## config.mk

```make
export PLATFORM = sky130hd
export DESIGN_NAME = rf_flush_ctrl
export DESIGN_NICKNAME = d
export VERILOG_FILES = /design/src/rtl/rf_flush_ctrl.sv
export SDC_FILE = /design/constraint.sdc
export NUM_CORES = 1
export LEC_CHECK = 0
export ABC_AREA = 1
export BUFFER_PORTS_ARGS = -buffer_cell sky130_fd_sc_hd__buf_2
export CORE_ASPECT_RATIO = 1.4
export CORE_MARGIN = 2
export CORE_UTILIZATION = 41
export CTS_CLUSTER_DIAMETER = 100
export DETAILED_ROUTE_END_ITERATION = 10
export PLACE_DENSITY_LB_ADDON = 0.05
export SKIP_LAST_GASP = 1
export SYNTH_ARGS = -nofsm -noshare
export SYNTH_HDL_FRONTEND = slang
export SYNTH_SLANG_ARGS = --single-unit
```

## constraint.sdc

```tcl
create_clock -name clk -period 2.3 [get_ports clk]
set_input_delay 0.23 -clock clk [delete_from_list [all_inputs] [get_ports clk]]
set_output_delay 0.23 -clock clk [all_outputs]
set_load 0.03 [all_outputs]
```

## src/rtl/rf_flush_ctrl.sv

```systemverilog
// Rename-tag flush controller: records which architectural registers have
// been given a rename tag since the last flush. On a ROB flush it walks only
// those registers in ascending order, clearing one Q tag per cycle while the
// dispatcher is stalled, then pulses done back to the ROB.
module rf_flush_ctrl #(
   parameter int REG_SIZE = 32,
   parameter int REG_LEN  = 5
) (
   input  logic               clk,
   input  logic               rst,
   input  logic               ena_from_dsp,
   input  logic [REG_LEN-1:0] rd_from_dsp,
   input  logic               flush_from_rob,
   output logic               stall_to_dsp,
   output logic               clr_ena_to_rf,
   output logic [REG_LEN-1:0] clr_rd_to_rf,
   output logic               done_to_rob,
   output logic               busy
);

   typedef enum logic {IDLE, WALK} state_t;

   state_t              state, state_nxt;
   logic [REG_SIZE-1:0] dirty, dirty_nxt;
   logic [REG_SIZE-1:0] pending, pending_nxt;
   logic [REG_LEN-1:0]  low_idx;
   logic                pend_any;

   assign pend_any = |pending;

   // Lowest set bit of pending; bit 0 is never set, so 0 means "none".
   always_comb begin
      low_idx = '0;
      for (int i = REG_SIZE - 1; i >= 1; i--)
         if (pending[i]) low_idx = REG_LEN'(i);
   end

   // Outputs depend only on state/pending, except stall which must rise in
   // the flush cycle itself so the dispatcher cannot slip in an allocation.
   assign busy          = (state == WALK);
   assign clr_ena_to_rf = busy & pend_any;
   assign clr_rd_to_rf  = clr_ena_to_rf ? low_idx : '0;
   assign done_to_rob   = busy & ~pend_any;
   assign stall_to_dsp  = rst & (flush_from_rob | busy);

   // Next-state: track allocations in IDLE, snapshot on flush, drain in WALK.
   always_comb begin
      state_nxt   = state;
      dirty_nxt   = dirty;
      pending_nxt = pending;
      case (state)
         IDLE: begin
            if (flush_from_rob) begin
               // Same-cycle allocation is dropped: it is squashed by the flush.
               pending_nxt = dirty;
               dirty_nxt   = '0;
               state_nxt   = WALK;
            end else if (ena_from_dsp && (rd_from_dsp != '0)) begin
               dirty_nxt[rd_from_dsp] = 1'b1;
            end
         end
         WALK: begin
            // Further flushes and (illegal) allocations are ignored here.
            if (pend_any) pending_nxt[low_idx] = 1'b0;
            else          state_nxt = IDLE;
         end
         default: state_nxt = IDLE;
      endcase
      dirty_nxt[0]   = 1'b0;
      pending_nxt[0] = 1'b0;
   end

   // State register; reset forgets tracked registers since the RF resets Q too.
   always_ff @(posedge clk or negedge rst) begin
      if (!rst) begin
         state   <= IDLE;
         dirty   <= '0;
         pending <= '0;
      end else begin
         state   <= state_nxt;
         dirty   <= dirty_nxt;
         pending <= pending_nxt;
      end
   end

endmodule

```

==> qor.csv <==
stage;metric;value;unit
drt;via count;3420;
clock_network;latest clock arrival within the worst-skew pair;0.33;ns
power_and_ir_drop;Int Power;3.277;mW
sta;Fmax achieved;0.3760;GHz
finish;share of cells above drive strength 1;19.68;%
placement;count of buffers from port buffering;17;
drt;# DRC;0;
placement;post-DP HPWL;7049;um
sta;Final Setup Violations;37;
sta;Slew headroom;44.97;%
sta;Final min period;2.660;ns
global_route;first-pass GRT wire length;16170;um
die;core footprint;8508;sq um
drt;routed wire length;9663;um
global_route;all-layer global routing usage;22.79;%
power_and_ir_drop;pwr dens;1225;nW/um^2
finish;Layout area overhead;25.68;%
sta;RSZ-0062 raised after global routing;yes;
clock_network;CTS H-Tree Depth;3;
die;cell row count;40;
finish;multi-input gate area in the final layout;1668;sq um
sta;Worst Skew;0.005770;ns
drt;ANT nets after route;0;
clock_network;CTS tree;built;
critical_path;worst r2r path cells;35;
clock_network;Hold Buf Count CTS;0;
synthesis;sequential fraction of the synthesis area;44.44;%
sta;Final Hold Fails;0;
drt;post-DR wirelength/cell;14.34;um
critical_path;FF-to-FF Start;pending[30];
finish;sequential cell area;1577;sq um
critical_path;CP startpoint kind;register;
synthesis;top_reg_cell synth;dfrtp_1;
outcome;failing checks;negative setup slack;
synthesis;#FFs+latches synth;63;
sta;PnR worst setup slack;-0.3597;ns
power_and_ir_drop;power share of the combinational group;46.2;%
power_and_ir_drop;Reg power frac;29.0;%
power_and_ir_drop;Tot Pwr;5.462;mW
outcome;status;finished with violations;
sta;fin crit share;115.6;%
synthesis;synthesized instance count;506;
finish;nets;573;
critical_path;crit path kind;register to primary output;
sta;worst slew pin tran;0.8254;ns
flow_run;max cap viols;0;
power_and_ir_drop;Sw Pwr;2.185;mW
hold_path;Worst Hold Class;input port to asynchronous set/reset pin;
clock_network;clock sinks;63;
synthesis;Synth Net Count;515;
synthesis;synthesized area;3547;sq um
critical_path;worst reg2reg endpoint;pending[17];
critical_path;Worst setup EP type;primary output;
clock_network;cts bufs inserted;9;
finish;diodes inserted;0;
power_and_ir_drop;maximum vdd drop;0.7208;mV
synthesis;syn avg cell area;7.010;sq um
synthesis;Yosys Warn Count;0;
synthesis;Post-synth EDFFs;0;
finish;number of fill cells;858;
drt;via/cell ratio;5.074;
clock_network;Worst-path clk slew;0.05;ns
die;die width;82.61;um
power_and_ir_drop;Clk pwr share;24.7;%
critical_path;worst path required time;2.07;ns
global_route;pin count of the biggest net entering global routing;64;
clock_network;clock buffer depth;2;
critical_path;r2r setup slk;-0.25;ns
die;die height;114.1;um
die;area of the die;9422;sq um
drt;DRT iter0 DRCs;234;
global_route;GRT overflow;0;
die;starting density of the core;41.69;%
drt;DRT Pass-1 Iters;4;
critical_path;Worst Path Arrival;2.43;ns
global_route;vias in the first global route;3264;
sta;Slew Viols, Final;0;
global_route;initial antenna violation count;0;
clock_network;CTS root buffer;clkbuf_16;
die;Ports;18;
placement;GPL Wtd Cong;0.8253;
critical_path;max incr delay on CP;0.38;ns
sta;worst hold slack;0.1335;ns
synthesis;Synth async-reset ratio;100.0;%
critical_path;Critical Path Slowest Stage Cell;dfrtp_1;
power_and_ir_drop;switching part of the total power;40.00;%
critical_path;worst-path fanout max;2;
power_and_ir_drop;Leak;2.301;nW
critical_path;CP dominant cell by count;nand2_1;
synthesis;post-synth cell types;22;
==> cell usage in the layout (no fill, tap or decap), types with 5 or more instances in the layout <==
cell       instances
dfrtp_1           63
o21ai_0           27
buf_2             13
buf_4             48
nor2_1            59
nor3_1            10
a21oi_2           13
nand2_1          114
a21oi_1           48
a31oi_1            7
nand3_1           40
buf_6              5
nand4_1            7
clkbuf_16          9
inv_1             72
==> cell type report <==
class	count	area share [%]
clock buffers	12	5.529
well taps	105	2.947
repair buffers	67	11.25
multi-input cells	346	37.41
clock inverters	4	1.010
flip-flops and latches	63	35.36
inverters	77	6.483
==> per-stage QoR <==
| stage | TNS [ns] | setup slack (ns) | cell area [sq um] | util [%] | instances |
|---|---|---|---|---|---|
| after CTS | -7.236 | -0.3977 | 4431 | 52.07 | 674 |
| final | -6.344 | -0.3597 | 4458 | 52.40 | 674 |
| after global routing | -22.70 | -0.8144 | 4458 | 52.40 | 674 |
| after detailed placement | -2.716 | -0.1406 | 4058 | 47.69 | 653 |
| after global placement | -2.600 | -0.1322 | 4058 | 47.69 | 653 |
| after floorplan | -1.566 | -0.06111 | 3583 | - | 506 |
==> worst max-delay path, delay by kind of cell, from the launching register on <==
family | cells | cell delay (ns)
flops | 1 | 0.38
simple gates | 29 | 1.41
compound gates | 1 | 0.13
buf+inv | 2 | 0.20
==> synth_stat cells, drive strengths merged (4+ instances only) <==
cell type | n | share of area, %
clkbuf | 16 | 1.7
nand3 | 44 | 6.5
a31oi | 8 | 1.6
dfrtp | 63 | 44
a21oi | 62 | 9.6
nand4 | 7 | 1.2
o21ai | 28 | 4.0
nor4 | 5 | 0.88
nor3 | 10 | 1.4
nor2 | 62 | 6.6
inv | 75 | 7.9
buf | 4 | 0.74
nand2 | 119 | 13
==> power by group through the flow <==
stage / Combinational [mW] / Clock [mW] / Sequential (mW)
finish: 2.53 / 1.35 / 1.59
global route: 2.84 / 1.42 / 1.62
CTS: 2.50 / 1.36 / 1.58
detailed placement: 2.37 / 0 / 1.60
global placement: 2.35 / 0 / 1.59
floorplan: 1.55 / 0 / 1.57
==> flip-flops by register name, indices dropped and copies added, names as in the netlist <==
| name | cells |
|---|---|
| pending | 31 |
| busy | 1 |
| dirty | 31 |
==> how the worst max path moves through the flow <==
stage          depth (start not counted)  slack (ns)         endpoint   startpoint
2_1_floorplan                         12       -0.06      pending[11]  pending[11]
3_3_place_gp                          32       -0.13  clr_rd_to_rf[0]  pending[30]
3_5_place_dp                          32       -0.14  clr_rd_to_rf[0]  pending[30]
4_1_cts                               32       -0.40  clr_rd_to_rf[0]  pending[30]
5_1_grt                               32       -0.81  clr_rd_to_rf[0]  pending[30]
6_report                              32       -0.36  clr_rd_to_rf[0]  pending[30]
==> routing by layer <==
metal / vias to the layer above / part of all wire, % / global-route usage, %
met3: 15 / 3.5 / 3.470
met1: 1584 / 48 / 32.88
li1: 1741 / - / -
met2: 80 / 46 / 34.46
met5: - / 0 / 0
met4: 0 / 1.8 / 8.415
==> timing repair <==
action / 4_1_cts / 5_1_grt
setup buffers: 5 / 0
pin swaps: 2 / 4
cloned: 0 / 0
endpoints found under the setup margin: 36 / 38
gates resized for setup: 16 / 7
==> logic make-up after synthesis <==
logic type,Yosys count,share of synthesized area [%]
compound gates,98,15.13
buf+inv,97,10.58
flops,63,44.44
simple gates,248,29.84
No activity file was read; power rests on OpenSTA's default activity.
